==> src/rtl/multicycle_sequencer_if.sv <==
// Handshake and strobe bundle between the multi-cycle sequencer (master)
// and the datapath / memory / mult-div side (slave).
interface multicycle_sequencer_if;
  logic [5:0] opcode;
  logic [5:0] funct;
  logic       mem_ready;
  logic       md_done;
  logic       branch_taken;
  logic       pc_write;
  logic [1:0] pc_src;
  logic       ir_write;
  logic       mem_req;
  logic       mem_we;
  logic       mem_byte;
  logic       iord;
  logic       reg_write;
  logic       link;
  logic       md_start;
  logic       halted;
  logic       err;
  logic [2:0] state;

  modport master (
    input  opcode, funct, mem_ready, md_done, branch_taken,
    output pc_write, pc_src, ir_write, mem_req, mem_we, mem_byte, iord,
           reg_write, link, md_start, halted, err, state
  );

  modport slave (
    output opcode, funct, mem_ready, md_done, branch_taken,
    input  pc_write, pc_src, ir_write, mem_req, mem_we, mem_byte, iord,
           reg_write, link, md_start, halted, err, state
  );
endinterface

==> src/rtl/multicycle_sequencer.sv <==
// Multi-cycle MIPS instruction sequencer: FETCH/DECODE/EXEC/MEM/WB with
// memory and mult/div handshakes, a wait timeout and a sticky error halt.
module multicycle_sequencer #(
  parameter int MEM_TIMEOUT = 255,
  parameter int TO_W        = 8
) (
  input  logic                   clk,
  input  logic                   rst_n,
  multicycle_sequencer_if.master bus
);

  typedef enum logic [2:0] {
    S_FETCH  = 3'd0,
    S_DECODE = 3'd1,
    S_EXEC   = 3'd2,
    S_MEM    = 3'd3,
    S_WB     = 3'd4,
    S_MDWAIT = 3'd5,
    S_HALT   = 3'd6
  } state_e;

  typedef enum logic [2:0] {
    CLS_ALU, CLS_LOAD, CLS_STORE, CLS_BRANCH, CLS_J, CLS_JAL, CLS_JR
  } cls_e;

  localparam logic [TO_W-1:0] TO_LAST = TO_W'(MEM_TIMEOUT - 1);

  state_e          state_q, state_d;
  cls_e            cls_q, cls_d;
  logic            byte_q, byte_d;
  logic            err_q, err_d;
  logic [TO_W-1:0] cnt_q, cnt_d;

  cls_e dec_cls;
  logic dec_halt, dec_md, dec_bad, dec_byte;

  logic       pc_write, ir_write, mem_req, mem_we, mem_byte, iord;
  logic       reg_write, link, md_start;
  logic [1:0] pc_src;
  logic       wait_expired;

  always_comb begin
    dec_cls  = CLS_ALU;
    dec_halt = 1'b0;
    dec_md   = 1'b0;
    dec_bad  = 1'b0;
    dec_byte = (bus.opcode == 6'b100000) || (bus.opcode == 6'b101000);
    case (bus.opcode)
      6'b000000:
        case (bus.funct)
          6'b001100:            dec_halt = 1'b1;
          6'b011000, 6'b011010: dec_md   = 1'b1;
          6'b001000:            dec_cls  = CLS_JR;
          default:              dec_cls  = CLS_ALU;
        endcase
      6'b001000, 6'b001001, 6'b001100, 6'b001101,
      6'b001110, 6'b001010, 6'b001111:             dec_cls = CLS_ALU;
      6'b000100, 6'b000101, 6'b000110,
      6'b000111, 6'b000001:                        dec_cls = CLS_BRANCH;
      6'b000010:                                   dec_cls = CLS_J;
      6'b000011:                                   dec_cls = CLS_JAL;
      6'b100011, 6'b100000:                        dec_cls = CLS_LOAD;
      6'b101011, 6'b101000:                        dec_cls = CLS_STORE;
      default:                                     dec_bad = 1'b1;
    endcase
  end

  assign wait_expired = (cnt_q == TO_LAST);

  // The awaited handshake is tested before the timeout, so a same-cycle arrival wins.
  always_comb begin
    state_d   = state_q;
    cls_d     = cls_q;
    byte_d    = byte_q;
    err_d     = err_q;
    cnt_d     = cnt_q;
    pc_write  = 1'b0;
    pc_src    = 2'b00;
    ir_write  = 1'b0;
    mem_req   = 1'b0;
    mem_we    = 1'b0;
    mem_byte  = 1'b0;
    iord      = 1'b0;
    reg_write = 1'b0;
    link      = 1'b0;
    md_start  = 1'b0;

    case (state_q)
      S_FETCH: begin
        mem_req = 1'b1;
        if (bus.mem_ready) begin
          ir_write = 1'b1;
          pc_write = 1'b1;
          state_d  = S_DECODE;
        end else if (wait_expired) begin
          state_d = S_HALT;
          err_d   = 1'b1;
        end else begin
          cnt_d = cnt_q + 1'b1;
        end
      end
      S_DECODE: begin
        cls_d  = dec_cls;
        byte_d = dec_byte;
        if (dec_halt) begin
          state_d = S_HALT;
        end else if (dec_md) begin
          md_start = 1'b1;
          state_d  = S_MDWAIT;
        end else if (dec_bad) begin
          state_d = S_HALT;
          err_d   = 1'b1;
        end else begin
          state_d = S_EXEC;
        end
      end
      S_EXEC: begin
        case (cls_q)
          CLS_LOAD, CLS_STORE: state_d = S_MEM;
          CLS_BRANCH: begin
            pc_write = bus.branch_taken;
            pc_src   = 2'b01;
            state_d  = S_FETCH;
          end
          CLS_J: begin
            pc_write = 1'b1;
            pc_src   = 2'b10;
            state_d  = S_FETCH;
          end
          CLS_JAL: begin
            pc_write  = 1'b1;
            pc_src    = 2'b10;
            reg_write = 1'b1;
            link      = 1'b1;
            state_d   = S_FETCH;
          end
          CLS_JR: begin
            pc_write = 1'b1;
            pc_src   = 2'b11;
            state_d  = S_FETCH;
          end
          default: state_d = S_WB;
        endcase
      end
      S_MEM: begin
        mem_req  = 1'b1;
        iord     = 1'b1;
        mem_we   = (cls_q == CLS_STORE);
        mem_byte = byte_q;
        if (bus.mem_ready) begin
          state_d = (cls_q == CLS_STORE) ? S_FETCH : S_WB;
        end else if (wait_expired) begin
          state_d = S_HALT;
          err_d   = 1'b1;
        end else begin
          cnt_d = cnt_q + 1'b1;
        end
      end
      S_MDWAIT: begin
        if (bus.md_done) begin
          state_d = S_WB;
        end else if (wait_expired) begin
          state_d = S_HALT;
          err_d   = 1'b1;
        end else begin
          cnt_d = cnt_q + 1'b1;
        end
      end
      S_WB: begin
        reg_write = 1'b1;
        state_d   = S_FETCH;
      end
      S_HALT: ;
      default: begin
        state_d = S_HALT;
        err_d   = 1'b1;
      end
    endcase

    if (state_d != state_q) cnt_d = '0;
  end

  always_ff @(posedge clk) begin
    if (!rst_n) begin
      state_q <= S_FETCH;
      cls_q   <= CLS_ALU;
      byte_q  <= 1'b0;
      err_q   <= 1'b0;
      cnt_q   <= '0;
    end else begin
      state_q <= state_d;
      cls_q   <= cls_d;
      byte_q  <= byte_d;
      err_q   <= err_d;
      cnt_q   <= cnt_d;
    end
  end

  // Everything is held at zero while reset is asserted, even mid-instruction.
  assign bus.pc_write  = rst_n & pc_write;
  assign bus.pc_src    = rst_n ? pc_src : 2'b00;
  assign bus.ir_write  = rst_n & ir_write;
  assign bus.mem_req   = rst_n & mem_req;
  assign bus.mem_we    = rst_n & mem_we;
  assign bus.mem_byte  = rst_n & mem_byte;
  assign bus.iord      = rst_n & iord;
  assign bus.reg_write = rst_n & reg_write;
  assign bus.link      = rst_n & link;
  assign bus.md_start  = rst_n & md_start;
  assign bus.halted    = rst_n & (state_q == S_HALT);
  assign bus.err       = rst_n & err_q;
  assign bus.state     = rst_n ? state_q : S_FETCH;

endmodule

==> src/flat_wrapper.sv <==
// flat-port wrapper written by rule: the top's interface ports become plain ports
module multicycle_sequencer_flat 
#(
  parameter int MEM_TIMEOUT = 255,
  parameter int TO_W        = 8
)
  (clk, rst_n, bus_opcode, bus_funct, bus_mem_ready, bus_md_done, bus_branch_taken, bus_pc_write, bus_pc_src, bus_ir_write, bus_mem_req, bus_mem_we, bus_mem_byte, bus_iord, bus_reg_write, bus_link, bus_md_start, bus_halted, bus_err, bus_state);
  multicycle_sequencer_if bus_i ();
  input  logic clk;
  input  logic rst_n;
  input wire logic [$bits(bus_i.opcode)-1:0] bus_opcode;
  input wire logic [$bits(bus_i.funct)-1:0] bus_funct;
  input wire logic [$bits(bus_i.mem_ready)-1:0] bus_mem_ready;
  input wire logic [$bits(bus_i.md_done)-1:0] bus_md_done;
  input wire logic [$bits(bus_i.branch_taken)-1:0] bus_branch_taken;
  output wire logic [$bits(bus_i.pc_write)-1:0] bus_pc_write;
  output wire logic [$bits(bus_i.pc_src)-1:0] bus_pc_src;
  output wire logic [$bits(bus_i.ir_write)-1:0] bus_ir_write;
  output wire logic [$bits(bus_i.mem_req)-1:0] bus_mem_req;
  output wire logic [$bits(bus_i.mem_we)-1:0] bus_mem_we;
  output wire logic [$bits(bus_i.mem_byte)-1:0] bus_mem_byte;
  output wire logic [$bits(bus_i.iord)-1:0] bus_iord;
  output wire logic [$bits(bus_i.reg_write)-1:0] bus_reg_write;
  output wire logic [$bits(bus_i.link)-1:0] bus_link;
  output wire logic [$bits(bus_i.md_start)-1:0] bus_md_start;
  output wire logic [$bits(bus_i.halted)-1:0] bus_halted;
  output wire logic [$bits(bus_i.err)-1:0] bus_err;
  output wire logic [$bits(bus_i.state)-1:0] bus_state;
  assign bus_i.opcode = bus_opcode;
  assign bus_i.funct = bus_funct;
  assign bus_i.mem_ready = bus_mem_ready;
  assign bus_i.md_done = bus_md_done;
  assign bus_i.branch_taken = bus_branch_taken;
  assign bus_pc_write = bus_i.pc_write;
  assign bus_pc_src = bus_i.pc_src;
  assign bus_ir_write = bus_i.ir_write;
  assign bus_mem_req = bus_i.mem_req;
  assign bus_mem_we = bus_i.mem_we;
  assign bus_mem_byte = bus_i.mem_byte;
  assign bus_iord = bus_i.iord;
  assign bus_reg_write = bus_i.reg_write;
  assign bus_link = bus_i.link;
  assign bus_md_start = bus_i.md_start;
  assign bus_halted = bus_i.halted;
  assign bus_err = bus_i.err;
  assign bus_state = bus_i.state;
  multicycle_sequencer #(.MEM_TIMEOUT(MEM_TIMEOUT), .TO_W(TO_W)) u_core (.clk(clk), .rst_n(rst_n), .bus(bus_i));
endmodule
==> config.mk <==
export PLATFORM = sky130hd
export DESIGN_NAME = multicycle_sequencer_flat
export DESIGN_NICKNAME = d
export VERILOG_FILES = /design/src/rtl/multicycle_sequencer_if.sv /design/src/rtl/multicycle_sequencer.sv /design/src/flat_wrapper.sv
export SDC_FILE = /design/constraint.sdc
export NUM_CORES = 1
export LEC_CHECK = 0
export ABC_AREA = 1
export CAP_MARGIN = 0
export CORE_MARGIN = 5
export CORE_UTILIZATION = 51
export DETAILED_ROUTE_END_ITERATION = 10
export GPL_TIMING_DRIVEN = 0
export HOLD_SLACK_MARGIN = 0.15
export PLACE_DENSITY_LB_ADDON = 0.2
export SLEW_MARGIN = 20
export SYNTH_ARGS = -nofsm -noshare
export SYNTH_HDL_FRONTEND = slang
export SYNTH_SLANG_ARGS = --single-unit
==> constraint.sdc <==
create_clock -name clk -period 1.9 [get_ports clk]
set_input_delay 0.285 -clock clk [delete_from_list [all_inputs] [get_ports clk]]
set_output_delay 0.285 -clock clk [all_outputs]
set_load 0.02 [all_outputs]
==> impl_metrics.env <==
export IMPL_outcome="completed"
export IMPL_clock_skew_ns=0.000673
export IMPL_slew_limit_headroom_pct=81.6
export IMPL_cts_tree="built"
export IMPL_synth_ff_latch_count=16
export IMPL_busiest_layer="met2"
export IMPL_path_class="reg -> out"
export IMPL_worstMarginPinSlew_ns=0.276
export IMPL_crit_required_ns=1.62
export IMPL_yosysWarnings=0
export IMPL_num_rows=20
export IMPL_fill_cells=301
export IMPL_period_share_pct=95.4
export IMPL_synth_top_area_cell="dfxtp_1"
export IMPL_ant_nets=0
export IMPL_drt_vias_per_instance=5.11
export IMPL_finalHoldViolations=0
export IMPL_cp_arrival_ns=1.53
export IMPL_clk_pin_slew_ns=0.10
export IMPL_start_util_pct=52.2
export IMPL_crit_path_end_kind="output port"
export IMPL_fin_crit_ns=1.81
export IMPL_power_leakage_nw=0.891
export IMPL_insertion_delay_ns=0.28
export IMPL_wl_per_cell_um=11.4
export IMPL_synthesis_instances=241
export IMPL_finalPower_w=0.00221
export IMPL_cp_num_buf_inv=3
export IMPL_maxCapViolCount=0
export IMPL_via_count=1595
export IMPL_die_area_um2=4280
export IMPL_whs_ns=0.327
export IMPL_port_buffers=31
export IMPL_syn_to_final_growth_pct=24.8
export IMPL_avgSynthCellArea_um2=6.50
export IMPL_drcViolationCount=0
export IMPL_clk_path_buf_depth=2
export IMPL_ir_drop_uv=550
export IMPL_pin_count=33
export IMPL_dr_pass1_iters=4
export IMPL_use_met1_pct=23.6
export IMPL_synth_area_mux_share_pct=0
export IMPL_syn_num_nets=260
export IMPL_place_area_um2=1920
export IMPL_synth_area_leaders="dfxtp_1, nand2_1, inv_1"
export IMPL_layout_common_cells="nand2_1, inv_1, nor2_1"
export IMPL_setup_viol=0
export IMPL_grt_pass1_vias=1504
export IMPL_core_um2=3000
export IMPL_max_stage_delay_ns=0.59
export IMPL_synth_top_cell_area_share_pct=20.4
export IMPL_yosys_area_share_simple_pct=52.7
export IMPL_routed_wl_um=3560
export IMPL_synth_area_um2=1570
export IMPL_die_w_um=65.4
export IMPL_grtUsageMet2_pct=29.3
export IMPL_cp_max_fo=10
export IMPL_async_reset_ff_share_pct=0
export IMPL_grt_usage_pct=17.8
export IMPL_hold_path_class="in -> reg"
export IMPL_finalNetCount=299
export IMPL_synth_main_ff_cell="dfxtp_1"
export IMPL_clkSinkCount=16
export IMPL_critPathTopFamily="buffers and inverters"
export IMPL_start_kind="flip-flop"
export IMPL_path_cells="buf_6 -> nand2_1 -> inv_1 -> clkdlybuf4s50_1"
export IMPL_synth_edf_count=0
export IMPL_numCtsBuffers=3
export IMPL_final_common_cell="nand2_1"
export IMPL_dp_hpwl_um=2830
export IMPL_finalWeightedCongestion=0.848
export IMPL_layout_drive_gt1_share_pct=24.7
export IMPL_power_density_nw_per_um2=1130
export IMPL_antenna_found_initial=0
export IMPL_fin_tns_setup_ns=0
export IMPL_multiInputGateArea_um2=1090
export IMPL_diodes=0
export IMPL_ys_types=31
export IMPL_seq_area_um2=322
export IMPL_synthAdderAreaFrac_pct=1.60
export IMPL_synth_compound_area_share_pct=10.1
export IMPL_synth_top_family_by_area="simple AND/OR/NAND/NOR gates"
export IMPL_die_h_um=65.4
export IMPL_cpMaxStageDelayCell="clkdlybuf4s50_1"
export IMPL_design_area_um2=1960
export IMPL_grt_pass1_wl_um=6200
export IMPL_grt_max_degree=11
export IMPL_maxSlewViolCount=0
export IMPL_ctsRootBufferMaster="clkbuf_4"
export IMPL_fmax_mhz=552
export IMPL_drt_initial_drc_count=111
export IMPL_cts_max_level=1
export IMPL_gr_usage_met3_pct=1.88
export IMPL_holdBufCountCts=0
export IMPL_synth_yosys_seq_area_share_pct=20.4
export IMPL_synth_xor_area_share_pct=3.91
export IMPL_final_core_util_pct=65.1
export IMPL_overflow=0
==> state kept, by name, summed over array words and instances (netlist names) <==
register,cells
u_core.cnt_q,8
u_core.byte_q,1
u_core.cls_q,3
u_core.state_q,3
u_core.err_q,1
==> power breakdown <==
part           total (W)  internal, W  switching (W)
sequential      0.000429     0.000391      0.0000374
combinational    0.00156     0.000528        0.00103
clock           0.000227     0.000117       0.000110
==> timing repair <==
item                       4_1_cts  5_1_grt
cloned                           0        1
resized for setup               29       18
setup endpoints to repair       13       10
setup buffers                    1        1
pin swaps                        1        2
==> through the flow <==
step                      setup WS (ns)  std cells
after detailed placement         -0.429        305
after global placement           -0.406        305
after CTS                       0.00361        310
after floorplan                   0.230        241
final                            0.0877        312
after global routing          -0.000203        312
==> cells in the mapped netlist (5+ instances only) <==
| library cell | number |
|---|---|
| nor2_1 | 26 |
| xor2_1 | 6 |
| nand2_2 | 10 |
| nand2_4 | 5 |
| a21oi_1 | 14 |
| nand2_1 | 55 |
| nand4_1 | 5 |
| dfxtp_1 | 16 |
| nand3_1 | 21 |
| inv_1 | 31 |
| o21ai_0 | 8 |
| nor3_2 | 8 |
==> layout make-up <==
class                      instances  share of cell area [%]
clock buffer                       4                    1.86
inverter                          36                    7.04
tap                               33                    2.11
buffer                             5                    2.05
sequential                        16                    16.4
timing repair buffer              34                    14.7
multi-input combinational        184                    55.8
==> metal layers <==
| layer | share of wire [%] | up-vias |
|---|---|---|
| li1 | - | 853 |
| met1 | 49 | 705 |
| met2 | 45 | 35 |
| met3 | 4.8 | 2 |
| met4 | 0.79 | 0 |
| met5 | 0 | - |
==> logic make-up (layout without fill, tap and decap cells) <==
group | count (synthesis) | in the layout
fa+ha+maj | 2 | 2
simple gates | 148 | 148
xor+xnor | 7 | 7
buf+inv | 41 | 79
flops | 16 | 16
compound gates | 27 | 27
==> tightest hold or removal path: stages <==
cell and delay [ns]:
clkbuf_2 0.16, nand2_1 0.10, inv_1 0.03
==> path summary, 6_finish.rpt <==
path         slack [ns]                         start                            to  cells past startpoint
min reg2reg        0.46     u_core.err_q$_SDFFE_PN0P_     u_core.err_q$_SDFFE_PN0P_                      2
min                0.33                         rst_n  u_core.state_q[1]$_SDFF_PN0_                      3
max                0.09  u_core.state_q[0]$_SDFF_PN0_                  bus_state[0]                      4
max reg2reg        0.23  u_core.cnt_q[0]$_SDFFE_PP0P_  u_core.cnt_q[0]$_SDFFE_PP0P_                     11
(Power assumes the default switching activity.)
